`src/rtl/soc_hashing.sv`:
```
// Byte-wide Ascon-Hash wrapper: message load, round-per-cycle hash engine, digest readout.
// Optional SOC_HASH_READ_WRAP_EN: digest read index wraps instead of saturating.
module soc_hashing #(
    parameter int R = 64,
    parameter int A = 12,
    parameter int B = 12,
    parameter int H = 256,
    parameter int L = 256,
    parameter int Y = 40
) (
    input  logic       clk,
    input  logic       rst,
    input  logic       reg_inputxSS,
    input  logic [7:0] messagexSI,
    input  logic       reg_startxSS,
    input  logic       hash_startxSI,
    output logic       hash_readyxSO,
    input  logic       reg_outxSS,
    output logic [7:0] hash_digestxSO
);

    localparam int NB = Y / R + 1;
    localparam int P  = NB * R;
    localparam int NW = L / R;
    localparam int NI = Y / 8;
    localparam int NJ = L / 8;
    localparam int IW = $clog2(NI + 1);
    localparam int JW = $clog2(NJ + 1);
    localparam int BW = $clog2(NB + 1);
    localparam int WW = $clog2(NW + 1);
    localparam logic [63:0] IV = {8'h00, 8'(R), 8'(A), 8'(A - B), 32'(H)};

    typedef enum logic [2:0] {
        IDLE, INIT, ABSORB, ABS_PERM, SQUEEZE, SQZ_PERM, FIN, DONE
    } fsm_t;

    fsm_t           fsm;
    logic [Y-1:0]   message;
    logic [IW-1:0]  i;
    logic [JW-1:0]  j;
    logic [BW-1:0]  blk;
    logic [WW-1:0]  wrd;
    logic [3:0]     ri;
    logic [319:0]   s;
    logic [L-1:0]   digest;
    logic [P-1:0]   padded;
    logic [P-1:0]   psh;
    logic [L-1:0]   dsh;

    function automatic logic [319:0] ascon_round(input logic [319:0] st, input logic [3:0] r);
        logic [63:0] x0, x1, x2, x3, x4, t0, t1, t2, t3, t4;
        {x0, x1, x2, x3, x4} = st;
        x2 = x2 ^ {56'h0, ~r, r};
        x0 = x0 ^ x4; x4 = x4 ^ x3; x2 = x2 ^ x1;
        t0 = ~x0 & x1; t1 = ~x1 & x2; t2 = ~x2 & x3; t3 = ~x3 & x4; t4 = ~x4 & x0;
        x0 = x0 ^ t1; x1 = x1 ^ t2; x2 = x2 ^ t3; x3 = x3 ^ t4; x4 = x4 ^ t0;
        x1 = x1 ^ x0; x0 = x0 ^ x4; x3 = x3 ^ x2; x2 = ~x2;
        x0 = x0 ^ {x0[18:0], x0[63:19]} ^ {x0[27:0], x0[63:28]};
        x1 = x1 ^ {x1[60:0], x1[63:61]} ^ {x1[38:0], x1[63:39]};
        x2 = x2 ^ {x2[0],    x2[63:1]}  ^ {x2[5:0],  x2[63:6]};
        x3 = x3 ^ {x3[9:0],  x3[63:10]} ^ {x3[16:0], x3[63:17]};
        x4 = x4 ^ {x4[6:0],  x4[63:7]}  ^ {x4[40:0], x4[63:41]};
        return {x0, x1, x2, x3, x4};
    endfunction

    assign padded = P'({message, 8'h80}) << (P - Y - 8);
    assign psh    = padded << (R * blk);
    assign dsh    = digest << {j, 3'b000};
    // Gated by ready so a recomputation in progress never leaks partial digest bytes.
    assign hash_digestxSO = hash_readyxSO ? dsh[L-1 -: 8] : 8'h00;

    // Every p^n run ends on round index 11, so one counter serves all permutation lengths.
    always_ff @(posedge clk) begin
        if (rst) begin
            fsm           <= IDLE;
            message       <= '0;
            i             <= '0;
            j             <= '0;
            blk           <= '0;
            wrd           <= '0;
            ri            <= '0;
            s             <= '0;
            digest        <= '0;
            hash_readyxSO <= 1'b0;
        end else begin
            if (reg_inputxSS && (fsm == IDLE || fsm == DONE) && i < IW'(NI)) begin
                message[Y-1-8*i -: 8] <= messagexSI;
                i <= i + 1'b1;
            end
            if (reg_outxSS && hash_readyxSO) begin
`ifdef SOC_HASH_READ_WRAP_EN
                j <= (j == JW'(NJ - 1)) ? '0 : j + 1'b1;
`else
                if (j < JW'(NJ)) j <= j + 1'b1;
`endif
            end
            case (fsm)
                IDLE, DONE: begin
                    if (reg_startxSS && hash_startxSI) begin
                        fsm           <= INIT;
                        s             <= {IV, 256'h0};
                        ri            <= 4'(12 - A);
                        blk           <= '0;
                        wrd           <= '0;
                        j             <= '0;
                        hash_readyxSO <= 1'b0;
                    end
                end
                INIT: begin
                    s <= ascon_round(s, ri);
                    if (ri == 4'd11) fsm <= ABSORB;
                    else ri <= ri + 1'b1;
                end
                ABSORB: begin
                    s[319:256] <= s[319:256] ^ psh[P-1 -: R];
                    ri  <= (blk == BW'(NB - 1)) ? 4'(12 - A) : 4'(12 - B);
                    blk <= blk + 1'b1;
                    fsm <= ABS_PERM;
                end
                ABS_PERM: begin
                    s <= ascon_round(s, ri);
                    if (ri == 4'd11) fsm <= (blk == BW'(NB)) ? SQUEEZE : ABSORB;
                    else ri <= ri + 1'b1;
                end
                SQUEEZE: begin
                    digest <= (digest << R) | L'(s[319:256]);
                    wrd    <= wrd + 1'b1;
                    if (wrd == WW'(NW - 1)) begin
                        fsm <= FIN;
                    end else begin
                        fsm <= SQZ_PERM;
                        ri  <= 4'(12 - B);
                    end
                end
                SQZ_PERM: begin
                    s <= ascon_round(s, ri);
                    if (ri == 4'd11) fsm <= SQUEEZE;
                    else ri <= ri + 1'b1;
                end
                FIN: begin
                    hash_readyxSO <= 1'b1;
                    fsm           <= DONE;
                end
                default: fsm <= IDLE;
            endcase
        end
    end

endmodule

```
`config.mk`:
```
export PLATFORM = sky130hd
export DESIGN_NAME = soc_hashing
export DESIGN_NICKNAME = d
export VERILOG_FILES = /design/src/rtl/soc_hashing.sv
export SDC_FILE = /design/constraint.sdc
export NUM_CORES = 2
export LEC_CHECK = 0
export ABC_AREA = 1
export CORE_ASPECT_RATIO = 0.7
export CORE_MARGIN = 5
export CORE_UTILIZATION = 30
export CTS_BUF_LIST = sky130_fd_sc_hd__clkbuf_4
export CTS_CLUSTER_DIAMETER = 120
export DETAILED_ROUTE_END_ITERATION = 10
export GPL_TIMING_DRIVEN = 0
export PLACE_DENSITY = 0.42
export SYNTH_ARGS = -nofsm -noshare
export SYNTH_HDL_FRONTEND = slang
export SYNTH_SLANG_ARGS = --single-unit
```
`constraint.sdc`:
```
create_clock -name clk -period 2.05 [get_ports clk]
set_clock_uncertainty 0.1 [all_clocks]
set_input_delay 0.5125 -clock clk [delete_from_list [all_inputs] [get_ports clk]]
set_output_delay 0.5125 -clock clk [all_outputs]
set_load 0.02 [all_outputs]
```
==> flow_metrics.tcl <==
set metrics [dict create \
    min-delay-start "hash_startxSI" \
    arrival_ns 3.29 \
    grt_util_met2 0.464 \
    die_h_um 329 \
    cts.sinks 637 \
    yosysMostFrequentCell "nand2_1" \
    setup_slack_ns -1.85 \
    post_dp_cell_area_um2 46400 \
    cp-end-kind "output port" \
    grt_max_degree 19 \
    yosys.area.top_type "dfxtp_1" \
    rrSetupSlack_ns -0.45 \
    finalNetCount 8071 \
    final-hold-violation-count 0 \
    postSynth.asyncResetShare 0 \
    portBuffers 21 \
    final_layout_size_suffix_gt1_frac 0.364 \
    synthToLayoutAreaGrowth_pct 56.5 \
    drc 0 \
    synth_top_cells_by_area "dfxtp_1 29%, nand2_1 21%, nand3_1 8.9%" \
    final_area_um2 68200 \
    antenna_found_initial 34 \
    crit_required_ns 1.44 \
    worst-r2r-cell-count 16 \
    core_area_um2 145000 \
    grt_use_met1 0.606 \
    timing.fmax_ghz 0.256 \
    rr_startpoint "fsm[0]" \
    via_count 56200 \
    path_class "register to output port" \
    period_minus_slack_ns 3.90 \
    synth_ff_type "dfxtp_1" \
    outcome "finished with violations" \
    gp_congestion 1.06 \
    via_per_inst 5.64 \
    start_util 0.301 \
    min_delay_path_depth 8 \
    grt_pass1_wl_um 415000 \
    period_share 1.90 \
    fin_setup_tns_ns -112.39 \
    ant_nets 0 \
    cts_buffers 189 \
    tightest_slew_ns 1.66 \
    yosys.area.top_type_share 0.293 \
    r2r_end "s[300]" \
    routed_wl_um 319000 \
    synth_cell_type_count 43 \
    die_area_um2 153000 \
    busiest_layer "met1" \
    min_to "fsm[1]" \
    fin_hold_ws_ns 0.198 \
    seq_area_um2 13200 \
    syn_nets 7335 \
    gr-total-overflow 0 \
    setup_viol 393 \
    dpl.hpwl_um 251000 \
    cts_tree "done" \
    cts_buffer_depth 3 \
    htreeDepth 4 \
    yosysWarnings 0 \
    syn_avg_cell_area_um2 6.06 \
    first_pass_iters 7 \
    grt_pass1_vias 48700 \
    rsz0062_at_grt "yes" \
    start_kind "register" \
    synth_cells 7187 \
    drt_iter0_markers 7977 \
    failed_checks "max-capacitance violations, max-slew violations, negative setup slack" \
    yosysSeqAreaShare 0.293 \
    syn_area_um2 43600 \
    slew-limit-headroom -0.106 \
    path_max_fanout 10 \
    slew_violations 11 \
    ys_top_cells_by_count "2423 x nand2_1, 773 x nand3_1, 652 x o21ai_0, 638 x inv_1, 637 x dfxtp_1" \
    die_w_um 466 \
    synth_edf_count 0 \
    track_usage 0.399 \
    holdCritPathClass "primary input to register" \
    fillers 14600 \
    wl_per_cell_um 31.9 \
    use_met3 0.193 \
    clock_latency_ns 1.29 \
    path_clk_slew_ns 0.08 \
    multiInputGateArea_um2 38800 \
    root_buffer "clkbuf_4" \
    ios 23 \
    crit_start "j[0]" \
    synth.ff_latch_count 637 \
    row_count 117 \
    cap_violations 1 \
]
-- stage by stage --
step	utilization	cells	setup slack (ns)
global route	0.470	9971	-1.98
global placement	0.319	9112	-3.03
detailed placement	0.320	9116	-2.57
CTS	0.441	9849	-1.90
finish	0.471	9977	-1.85
floorplan	-	7187	-0.0105
-- flip-flops by register name, summed over array words and instances (netlist names), 3 cells and up --
register and count:
message 40, s 320, j 6, digest 256, wrd 3, ri 4
fsm 3, i 3
-- layer usage --
layer | vias up | wire length (µm) | share of wire
met4 | 14 | 13100 | 0.041
met3 | 473 | 52200 | 0.16
li1 | 24800 | - | -
met1 | 27600 | 145000 | 0.46
met2 | 3363 | 107000 | 0.34
met5 | - | 681 | 0.0021
-- repair_timing --
| action | 4_1_cts | 5_1_grt |
|---|---|---|
| setup endpoints to repair | 632 | 430 |
| buffers inserted | 353 | 139 |
| hold buffers | 10 | 0 |
| pin swaps | 390 | 208 |
| gates cloned | 45 | 1 |
| endpoints found under the hold margin | 40 | 0 |
| gates resized for setup | 2518 | 968 |
-- layout make-up --
| cell class | instances | area share |
|---|---|---|
| clock buffer | 271 | 0.0298 |
| buffer | 259 | 0.0326 |
| timing repair inverter | 3 | 0.000587 |
| sequential | 637 | 0.194 |
| antenna | 14 | 0.000514 |
| timing repair buffer | 547 | 0.0943 |
| tap | 1904 | 0.0349 |
| inverter | 655 | 0.0395 |
| multi-input combinational | 5631 | 0.568 |
| clock inverter | 56 | 0.00508 |
-- worst max-delay path by stage --
stage | to | slack [ns] | cells past startpoint
final | hash_digestxSO[5] | -1.85 | 10
after global routing | hash_digestxSO[1] | -1.98 | 8
after CTS | hash_digestxSO[5] | -1.90 | 10
after detailed placement | s[64] | -2.57 | 10
after global placement | s[64] | -3.03 | 10
after floorplan | hash_digestxSO[5] | -0.01 | 9
-- worst max-delay path, cell delays in order (launching register included) --
cell and delay, ns:
dfxtp_4 0.39, clkinvlp_4 0.19, clkbuf_8 0.23, clkbuf_8 0.20
o21ai_0 0.21, o22ai_2 0.16, nand2_1 0.15, nand3_1 0.08
a31oi_1 0.20, nor2_2 0.07, buf_6 0.13
-- cell families after synthesis --
group	count (synthesis)	synth area share
xor+xnor	369	0.0742
simple gates	3875	0.364
flops	637	0.293
compound gates	1253	0.148
buf+inv	919	0.0832
fa+ha+maj	134	0.0385
-- cells in the final DEF (no fill, tap or decap), drive strengths merged --
cell / count
nand2: 2427
nand3: 775
o21ai: 677
dfxtp: 637
inv: 630
buf: 585
nor2: 564
a21oi: 493
clkbuf: 470
xor2: 234
xnor2: 135
ha: 134
o22ai: 50
clkinv: 49
or2: 47
nand4: 40
clkinvlp: 35
o221ai: 15
diode: 14
clkdlybuf4s50: 12
dlygate4sd3: 10
and3: 8
nor3: 8
o211ai: 6
a211oi: 6
a31oi: 4
nand3b: 2
nor4: 2
nor3b: 2
o21bai: 1
o31ai: 1
Power is not shown: default switching activity piles up to over one toggle a cycle in this logic, so the estimate is an artifact.
